==> src/rtl/reg_wb_arbiter_if.sv <==
// rtl/reg_wb_arbiter_if.sv - producer, register-file write port and forwarding bundle for reg_wb_arbiter
// The master side is the producers plus decode; the slave side is the arbiter.

interface reg_wb_arbiter_if #(
    parameter int DATA_W = 32,
    parameter int ADDR_W = 5
);
    logic              alu_valid;
    logic              alu_ready;
    logic [ADDR_W-1:0] alu_addr;
    logic [DATA_W-1:0] alu_data;

    logic              ld_valid;
    logic              ld_ready;
    logic [ADDR_W-1:0] ld_addr;
    logic [DATA_W-1:0] ld_data;

    logic              wb_we;
    logic [ADDR_W-1:0] wb_addr;
    logic [DATA_W-1:0] wb_data;

    logic [ADDR_W-1:0] fwd_addr;
    logic              fwd_hit;
    logic [DATA_W-1:0] fwd_data;

    modport master (
        output alu_valid, alu_addr, alu_data,
        output ld_valid, ld_addr, ld_data,
        output fwd_addr,
        input  alu_ready, ld_ready,
        input  wb_we, wb_addr, wb_data,
        input  fwd_hit, fwd_data
    );

    modport slave (
        input  alu_valid, alu_addr, alu_data,
        input  ld_valid, ld_addr, ld_data,
        input  fwd_addr,
        output alu_ready, ld_ready,
        output wb_we, wb_addr, wb_data,
        output fwd_hit, fwd_data
    );
endinterface

==> src/rtl/reg_wb_arbiter.sv <==
// rtl/reg_wb_arbiter.sv - merges ALU and load results onto register file port B
// One-entry hold per producer, age/starvation arbitration, registered write stage, forwarding lookup.

module reg_wb_arbiter #(
    parameter int DATA_W       = 32,
    parameter int ADDR_W       = 5,
    parameter int STARVE_LIMIT = 4
) (
    input  logic              clk,
    input  logic              rst,
    reg_wb_arbiter_if.slave   bus
);
    localparam int CNT_W = (STARVE_LIMIT > 1) ? $clog2(STARVE_LIMIT) : 1;
    localparam logic [CNT_W-1:0] STARVE_MAX = CNT_W'(STARVE_LIMIT - 1);

    // Which hold was filled first; only meaningful while both holds are valid.
    typedef enum logic {
        ALU_OLDER = 1'b0,
        LD_OLDER  = 1'b1
    } order_t;

    order_t            order_q;
    order_t            order_d;

    logic              alu_v;
    logic [ADDR_W-1:0] alu_a;
    logic [DATA_W-1:0] alu_d;
    logic              ld_v;
    logic [ADDR_W-1:0] ld_a;
    logic [DATA_W-1:0] ld_d;

    logic [CNT_W-1:0]  starve_q;
    logic [CNT_W-1:0]  starve_d;

    logic              gnt_alu;
    logic              gnt_ld;
    logic              alu_fire;
    logic              ld_fire;
    logic              alu_fill;
    logic              ld_fill;
    logic              alu_keep;
    logic              ld_keep;

    logic              wb_we_q;
    logic [ADDR_W-1:0] wb_addr_q;
    logic [DATA_W-1:0] wb_data_q;

    logic              fwd_hit_c;
    logic [DATA_W-1:0] fwd_data_c;
    logic              alu_match;
    logic              ld_match;
    logic              out_match;

    always_comb begin
        gnt_alu = 1'b0;
        gnt_ld  = 1'b0;
        if (alu_v && ld_v) begin
            if (alu_a == ld_a) begin
                if (order_q == ALU_OLDER) gnt_alu = 1'b1;
                else                      gnt_ld  = 1'b1;
            end else if (starve_q == STARVE_MAX) begin
                gnt_alu = 1'b1;
            end else begin
                gnt_ld = 1'b1;
            end
        end else begin
            gnt_alu = alu_v;
            gnt_ld  = ld_v;
        end
    end

    assign bus.alu_ready = ~rst & (~alu_v | gnt_alu);
    assign bus.ld_ready  = ~rst & (~ld_v  | gnt_ld);

    assign alu_fire = bus.alu_valid & bus.alu_ready;
    assign ld_fire  = bus.ld_valid  & bus.ld_ready;
    // Writes to r0 complete the handshake but never occupy a hold.
    assign alu_fill = alu_fire & (bus.alu_addr != '0);
    assign ld_fill  = ld_fire  & (bus.ld_addr  != '0);
    assign alu_keep = alu_v & ~gnt_alu;
    assign ld_keep  = ld_v  & ~gnt_ld;

    always_ff @(posedge clk or posedge rst) begin
        if (rst) begin
            alu_v <= 1'b0;
            alu_a <= '0;
            alu_d <= '0;
        end else if (alu_fire) begin
            alu_v <= alu_fill;
            alu_a <= bus.alu_addr;
            alu_d <= bus.alu_data;
        end else if (gnt_alu) begin
            alu_v <= 1'b0;
        end
    end

    always_ff @(posedge clk or posedge rst) begin
        if (rst) begin
            ld_v <= 1'b0;
            ld_a <= '0;
            ld_d <= '0;
        end else if (ld_fire) begin
            ld_v <= ld_fill;
            ld_a <= bus.ld_addr;
            ld_d <= bus.ld_data;
        end else if (gnt_ld) begin
            ld_v <= 1'b0;
        end
    end

    always_ff @(posedge clk or posedge rst) begin
        if (rst) order_q <= ALU_OLDER;
        else     order_q <= order_d;
    end

    // A surviving entry is older than anything filled beside it; simultaneous fills favour the ALU.
    always_comb begin
        order_d = order_q;
        if (alu_keep && !ld_keep)       order_d = ALU_OLDER;
        else if (ld_keep && !alu_keep)  order_d = LD_OLDER;
        else if (!alu_keep && !ld_keep) order_d = ALU_OLDER;
    end

    always_comb begin
        starve_d = '0;
        if (alu_keep) begin
            starve_d = (starve_q == STARVE_MAX) ? starve_q : starve_q + CNT_W'(1);
        end
    end

    always_ff @(posedge clk or posedge rst) begin
        if (rst) starve_q <= '0;
        else     starve_q <= starve_d;
    end

    always_ff @(posedge clk or posedge rst) begin
        if (rst) begin
            wb_we_q   <= 1'b0;
            wb_addr_q <= '0;
            wb_data_q <= '0;
        end else begin
            wb_we_q <= gnt_alu | gnt_ld;
            if (gnt_alu) begin
                wb_addr_q <= alu_a;
                wb_data_q <= alu_d;
            end else if (gnt_ld) begin
                wb_addr_q <= ld_a;
                wb_data_q <= ld_d;
            end
        end
    end

    assign bus.wb_we   = wb_we_q;
    assign bus.wb_addr = wb_addr_q;
    assign bus.wb_data = wb_data_q;

    assign alu_match = alu_v   && (alu_a     == bus.fwd_addr);
    assign ld_match  = ld_v    && (ld_a      == bus.fwd_addr);
    assign out_match = wb_we_q && (wb_addr_q == bus.fwd_addr);

    // Youngest value wins: younger hold, then older hold, then the write stage.
    always_comb begin
        fwd_hit_c  = 1'b0;
        fwd_data_c = '0;
        if (!rst && (bus.fwd_addr != '0)) begin
            if (alu_match && ld_match) begin
                fwd_hit_c  = 1'b1;
                fwd_data_c = (order_q == ALU_OLDER) ? ld_d : alu_d;
            end else if (alu_match) begin
                fwd_hit_c  = 1'b1;
                fwd_data_c = alu_d;
            end else if (ld_match) begin
                fwd_hit_c  = 1'b1;
                fwd_data_c = ld_d;
            end else if (out_match) begin
                fwd_hit_c  = 1'b1;
                fwd_data_c = wb_data_q;
            end
        end
    end

    assign bus.fwd_hit  = fwd_hit_c;
    assign bus.fwd_data = fwd_data_c;
endmodule

==> src/flat_wrapper.sv <==
// flat-port wrapper written by rule: the top's interface ports become plain ports
module reg_wb_arbiter_flat 
#(
    parameter int DATA_W       = 32,
    parameter int ADDR_W       = 5,
    parameter int STARVE_LIMIT = 4
)
  (clk, rst, bus_alu_valid, bus_alu_addr, bus_alu_data, bus_ld_valid, bus_ld_addr, bus_ld_data, bus_fwd_addr, bus_alu_ready, bus_ld_ready, bus_wb_we, bus_wb_addr, bus_wb_data, bus_fwd_hit, bus_fwd_data);
  reg_wb_arbiter_if #(.DATA_W(DATA_W), .ADDR_W(ADDR_W)) bus_i ();
  input  logic clk;
  input  logic rst;
  input wire logic [$bits(bus_i.alu_valid)-1:0] bus_alu_valid;
  input wire logic [$bits(bus_i.alu_addr)-1:0] bus_alu_addr;
  input wire logic [$bits(bus_i.alu_data)-1:0] bus_alu_data;
  input wire logic [$bits(bus_i.ld_valid)-1:0] bus_ld_valid;
  input wire logic [$bits(bus_i.ld_addr)-1:0] bus_ld_addr;
  input wire logic [$bits(bus_i.ld_data)-1:0] bus_ld_data;
  input wire logic [$bits(bus_i.fwd_addr)-1:0] bus_fwd_addr;
  output wire logic [$bits(bus_i.alu_ready)-1:0] bus_alu_ready;
  output wire logic [$bits(bus_i.ld_ready)-1:0] bus_ld_ready;
  output wire logic [$bits(bus_i.wb_we)-1:0] bus_wb_we;
  output wire logic [$bits(bus_i.wb_addr)-1:0] bus_wb_addr;
  output wire logic [$bits(bus_i.wb_data)-1:0] bus_wb_data;
  output wire logic [$bits(bus_i.fwd_hit)-1:0] bus_fwd_hit;
  output wire logic [$bits(bus_i.fwd_data)-1:0] bus_fwd_data;
  assign bus_i.alu_valid = bus_alu_valid;
  assign bus_i.alu_addr = bus_alu_addr;
  assign bus_i.alu_data = bus_alu_data;
  assign bus_i.ld_valid = bus_ld_valid;
  assign bus_i.ld_addr = bus_ld_addr;
  assign bus_i.ld_data = bus_ld_data;
  assign bus_i.fwd_addr = bus_fwd_addr;
  assign bus_alu_ready = bus_i.alu_ready;
  assign bus_ld_ready = bus_i.ld_ready;
  assign bus_wb_we = bus_i.wb_we;
  assign bus_wb_addr = bus_i.wb_addr;
  assign bus_wb_data = bus_i.wb_data;
  assign bus_fwd_hit = bus_i.fwd_hit;
  assign bus_fwd_data = bus_i.fwd_data;
  reg_wb_arbiter #(.DATA_W(DATA_W), .ADDR_W(ADDR_W), .STARVE_LIMIT(STARVE_LIMIT)) u_core (.clk(clk), .rst(rst), .bus(bus_i));
endmodule
==> config.mk <==
export PLATFORM = sky130hd
export DESIGN_NAME = reg_wb_arbiter_flat
export DESIGN_NICKNAME = d
export VERILOG_FILES = /design/src/rtl/reg_wb_arbiter_if.sv /design/src/rtl/reg_wb_arbiter.sv /design/src/flat_wrapper.sv
export SDC_FILE = /design/constraint.sdc
export NUM_CORES = 1
export LEC_CHECK = 0
export BUFFER_PORTS_ARGS = -buffer_cell sky130_fd_sc_hd__buf_2
export CELL_PAD_IN_SITES_DETAIL_PLACEMENT = 0
export CELL_PAD_IN_SITES_GLOBAL_PLACEMENT = 1
export CORE_ASPECT_RATIO = 1.75
export CORE_MARGIN = 10
export CORE_UTILIZATION = 37
export CTS_CLUSTER_SIZE = 8
export DETAILED_ROUTE_END_ITERATION = 12
export GPL_ROUTABILITY_DRIVEN = 0
export PLACE_DENSITY = 0.8
export SLEW_MARGIN = 0
export SYNTH_ARGS = -nofsm -noshare
export SYNTH_HDL_FRONTEND = slang
export SYNTH_SLANG_ARGS = --single-unit
==> constraint.sdc <==
create_clock -name clk -period 9 [get_ports clk]
set_input_delay 0.9 -clock clk [delete_from_list [all_inputs] [get_ports clk]]
set_output_delay 0.9 -clock clk [all_outputs]
set_load 0.01 [all_outputs]
# Word level (Yosys, flattened, before mapping)
# Cells that the tools add are included.
[classes] n_addsub=1 n_eq_ne=6 mux=32 bitwise_logic=16 reduce_logical=19
[ops] cell="$mux 32" n=8
[ops] cell="$eq 5x5->1" n=4
[ops] cell="$mux 1" n=20
[ops] cell="$reduce_bool 5->1" n=3
[ops] cell="$mux 5" n=2
[ops] cell="$logic_and 1x1->1" n=9
[ops] cell="$and 1x1->1" n=8
[ops] cell="$reduce_bool 2->1" n=3
[ops] cell="$not 1->1" n=5
[ops] cell="$mux 2" n=2
[ops] cell="$logic_not 1->1" n=3
[ops] cell="$or 1x1->1" n=3
[ops] cell="$reduce_bool 3->1" n=1
[ops] cell="$add 2x1->2 const B" n=1
[ops] cell="$eq 2x2->1 const B" n=1
[ops] cell="$ne 2x2->1 const B" n=1
[totals] register_bits=117 in_bits=83 output_inout_bits=73 elab_cells=85

# Depth between registers and ports, before layout
[depth] depth_word=11 depth_mapped=8

# Least setup slack after synthesis
# No wires, ideal clock.
[synth_path] path_type="input port to output port" from="input port rst" to="output port bus_fwd_data[22]" t_arrival_ns=4.590 path_slack_ns=3.510 path_stages=4 n_path_buf=1 cell_sequence="inv_1 > o21ai_1 > clkbuf_1 > a221oi_1"
[synth_via] elab_chain_len=3
[synth_lines] item="start, declared" line_no="flat_wrapper.sv:11" source="input logic rst;"
[synth_lines] item="$logic_not 1->1 (no line)"
[synth_lines] item="$logic_and 1x1->1" line_no="reg_wb_arbiter.sv:165" source="if (!rst && (bus.fwd_addr != '0)) begin"
[synth_lines] item="$mux 32" line_no="reg_wb_arbiter.sv:165"
[synth_lines] item="end, declared" line_no="flat_wrapper.sv:25" source="output wire logic [$bits(bus_i.fwd_data)-1:0] bus_fwd_data;"
# Every way passes these cells.

# Worst setup path in the final report
[layout_path] from="register u_core.alu_v" to="output port bus_fwd_data[31]"
[layout_via] elab_chain_len=4 word_cells_on_any_way=5
[layout_lines] item="start, declared" line_no="reg_wb_arbiter.sv:25" source="logic alu_v;"
[layout_lines] item="start signal, assigned" line_no="reg_wb_arbiter.sv:89" source="alu_v <= alu_fill;"
[layout_lines] item="$logic_and 1x1->1 *" line_no="reg_wb_arbiter.sv:157" source="assign alu_match = alu_v && (alu_a == bus.fwd_addr);"
[layout_lines] item="$mux 32 / $logic_and 1x1->1 (equally long branches)" line_no="reg_wb_arbiter.sv:169, reg_wb_arbiter.sv:166"
[layout_lines] item="$mux 32 *" line_no="reg_wb_arbiter.sv:166" source="if (alu_match && ld_match) begin"
[layout_lines] item="$mux 32 *" line_no="reg_wb_arbiter.sv:165"
# Mark *: on every way between the ends. The rest lies on a longest branch, timed or not.

==> summary by stage <==
Detailed routing
After detailed routing, the number of vias per cell comes to about 5.8. Once detail routing completed, the nets flagged for antenna violations numbered 0. The routed design has 21100 µm of wire. The routed layout has between 5k and 6k vias.

The number of DRC markers after the initial detailed-route iteration is approximately 450. The number of iterations in the first detailed-routing pass is 5. After detailed routing, the number of remaining DRC violations is 0. After detailed routing, the average wire length per cell comes to about 23 µm.

Timing
Setup repair after global routing left no endpoint under its margin. The hold slack is 0.538 ns. The setup skew after layout is between 0.006 and 0.007 ns. The number of max-slew violations in the final report is 0. The actual slew at the worst max-slew pin is approximately 1.2 ns. Adding up every negative setup slack in the final design gives 0 ns. The period utilization is 0.447.

Counting I/O delays and the setup requirement, the final critical path takes between 4 and 5 ns. Setup violations remaining at the end of the flow were counted as 0. The hold violation total from the final report is 0. Headroom to the max-slew limit came out at 0.212. Derived from the worst setup path, the maximum achievable clock frequency is 249 MHz.

Synth
The fraction of registers with async set/reset is 1.00. In this run, synthesis inferred 0 flip-flops with an integrated enable. The gate count of the mapped netlist is 549. The largest area contributor in the netlist is dfrtp_1. For this run, the register share of the synthesized area comes to 0.459. The register bit count reported by yosys is ~120.

By count the netlist is led by 117 x dfrtp_1, 44 x mux2_2, 44 x nand3_1. Yosys attributes the largest share of cell area to dfrtp_1 46%, mux2_2 7.8%, mux2_4 7.1%, mux2i_1 5.2%, a221oi_1 4.4%. The cell area after technology mapping is around 0.0064 mm². Among all cell types in the netlist, the one instantiated most often is dfrtp_1. The Yosys step of the flow raised 0 warnings. Of the post-synthesis cell area, the dominant cell type holds 0.459.

When the netlist entered floorplanning its net count stood at ~630. The mean post-synth cell area is ~12 µm². Among all flip-flop cells after synthesis, the most frequent one is dfrtp_1. The number of different library cells in the post-synthesis netlist is 42.

Critical path
The endpoint arrival time on the critical path is about 3.1 ns. The worst setup path is launched from a flop. The largest fanout on the critical path is 65. The critical path start-end classification is flop to output port. The capturing element type of the critical path is an output port. The worst path required time is slightly above 8 ns. For the worst flop-to-flop path, the logic depth is 5.

Min path
Counting instances, the worst hold path has a depth of 1. In this run the worst hold path is classified as flop to flop.

CTS
The clock-pin slew of the registers on the worst-case setup and hold paths is approximately 0.060 ns. After clock tree synthesis, the flow added hold-fix buffers numbering 0. The CTS tree is yes. The number of gates resized after cts is 0. Clock latency on the worst-skew pair, taken at its later pin, is around 0.42 ns. The number of clock sinks is ~120.

The TritonCTS buffer count is 17. Clock tree synthesis selected as its root buffer the cell clkbuf_16. The number of H-tree levels is 4. The number of setup buffers added after CTS is 0. The maximum buffer depth of the clock tree is 2.

GRT
The overall global routing resource usage is 0.179. The first-pass GRT wire length is 32800 µm. For this run the aggregate overflow at the end of global routing stands at 0.

The via count of the first global-routing pass was 5885. The largest net degree at the start of global routing is 66. The initial antenna violation count was 0.

Placed design
In this run, placement finished with an instance count of 897. Once detailed placement completed, the half-perimeter wirelength came to around 15000 µm. The count of buffers inserted at the top-level ports is ~160.

Finish
The share of layout cells above drive strength 1 is 0.437. For this run, the share of the core covered by cells in the final layout is 0.471. The number of nets in the layout is 773. The finished layout holds around 930 standard cells, fillers aside. The total inserted antenna cells is 0. Fill cells in the final layout number ~1.6k. The area added between synthesis and finish is 25.4%.

Floorplanning
The die covers roughly 0.023 mm². The width of the chip is 119 µm. The core region is between 0.015 and 0.02 mm². For this configuration, the core starts out at a cell density of 0.376. The vertical die dimension is around 190 µm.

Pin placement for this block handled 156 I/O pins. The floorplan has between 60 and 70 rows.

Outcome
The run finished with clean final reports.

Pwr
The highest ir drop seen on vdd is 0.112 mV. The cell leakage power is between 3 and 4 nW. Dividing total power by cell area gives a power density of roughly 230 mW/mm².

Run
Max-cap violations in this run came to 0.
layer usage:
layer | GRT usage | vias to the layer above | routed length, µm
met5 | 0 | - | 0
met4 | 0.0946 | 0 | 832
met3 | 0.0504 | 58 | 1280
met2 | 0.323 | 239 | 11500
met1 | 0.180 | 2749 | 7510
li1 | - | 2380 | -
through the flow:
stage | power [mW] | worst slack (ns) | instance area, µm²
after floorplan | 0.948 | 3.51 | 6370
after CTS | 1.87 | 4.99 | 7990
after detailed placement | 1.10 | 5.00 | 7320
after global routing | 1.93 | 4.75 | 7990
final | 1.86 | 4.98 | 7990
after global placement | 1.08 | 5.03 | 7320
final timing paths:
| kind | from | to | slack, ns |
|---|---|---|---|
| worst min-delay path | u_core.alu_d[24] | u_core.alu_d[24] | 0.54 |
| worst max-delay path | u_core.alu_v | bus_fwd_data[31] | 4.98 |
| max in group asynchronous | rst | u_core.bus.wb_addr[1] | 7.07 |
| worst min register to register | u_core.alu_d[24] | u_core.alu_d[24] | 0.54 |
| worst max register to register | u_core.ld_a[4] | u_core.bus.wb_data[8] | 5.75 |
| min in group asynchronous | rst | u_core.ld_d[0] | 0.64 |
sequential cells by signal, indices dropped and copies added, names as in the netlist, 2 cells and up:
register and flops:
u_core.alu_d 32, u_core.ld_a 5, u_core.bus.wb_addr 5, u_core.alu_a 5
u_core.bus.wb_data 32, u_core.ld_d 32, u_core.starve_q 2
layout by cell type (no fill, tap or decap), drive strengths merged, types with 4 or more instances in the layout:
cell	n
clkinv	4
or2b	6
inv	5
a211oi	9
nand3	44
xnor2	14
nor3	5
o221a	23
buf	165
nand2	13
nor2	7
a31oi	16
bufinv	5
and2	11
clkbuf	20
a21oi	35
mux2i	33
a221oi	32
mux2	74
nand2b	17
dfrtp	117
a221o	5
o21ai	12
xor2	7
final cells by class:
type                    instances  area (µm²)  area share
clock buffers                  20         467      0.0584
repair buffers                165         851       0.106
well taps                     227         284      0.0355
multi-input cells             383        3240       0.405
inverters                       5        21.3     0.00266
clock inverters                12         200      0.0251
flip-flops and latches        117        2930       0.366
kinds of logic after synthesis:
logic type,count (synthesis),share of synthesized area
adder cells (fa/ha/maj),1,0.00196
multiplexers,107,0.200
AO/OA/AOI/OAI,137,0.170
flip-flops,117,0.459
AND/OR/NAND/NOR,117,0.103
buffers and inverters,49,0.0373
XOR/XNOR,21,0.0289
worst max-delay path: stages (launching register included):
cell	delay [ns]
dfrtp_1	0.98
and3_2	0.33
buf_4	0.53
a21oi_1	0.08
a221oi_1	0.46
buf_2	0.23
where the power goes:
part | switching, mW | internal [mW]
sequential | 0.112 | 0.623
clock | 0.251 | 0.513
combinational | 0.171 | 0.187
Note: power is estimated with default switching activity, not from simulation.
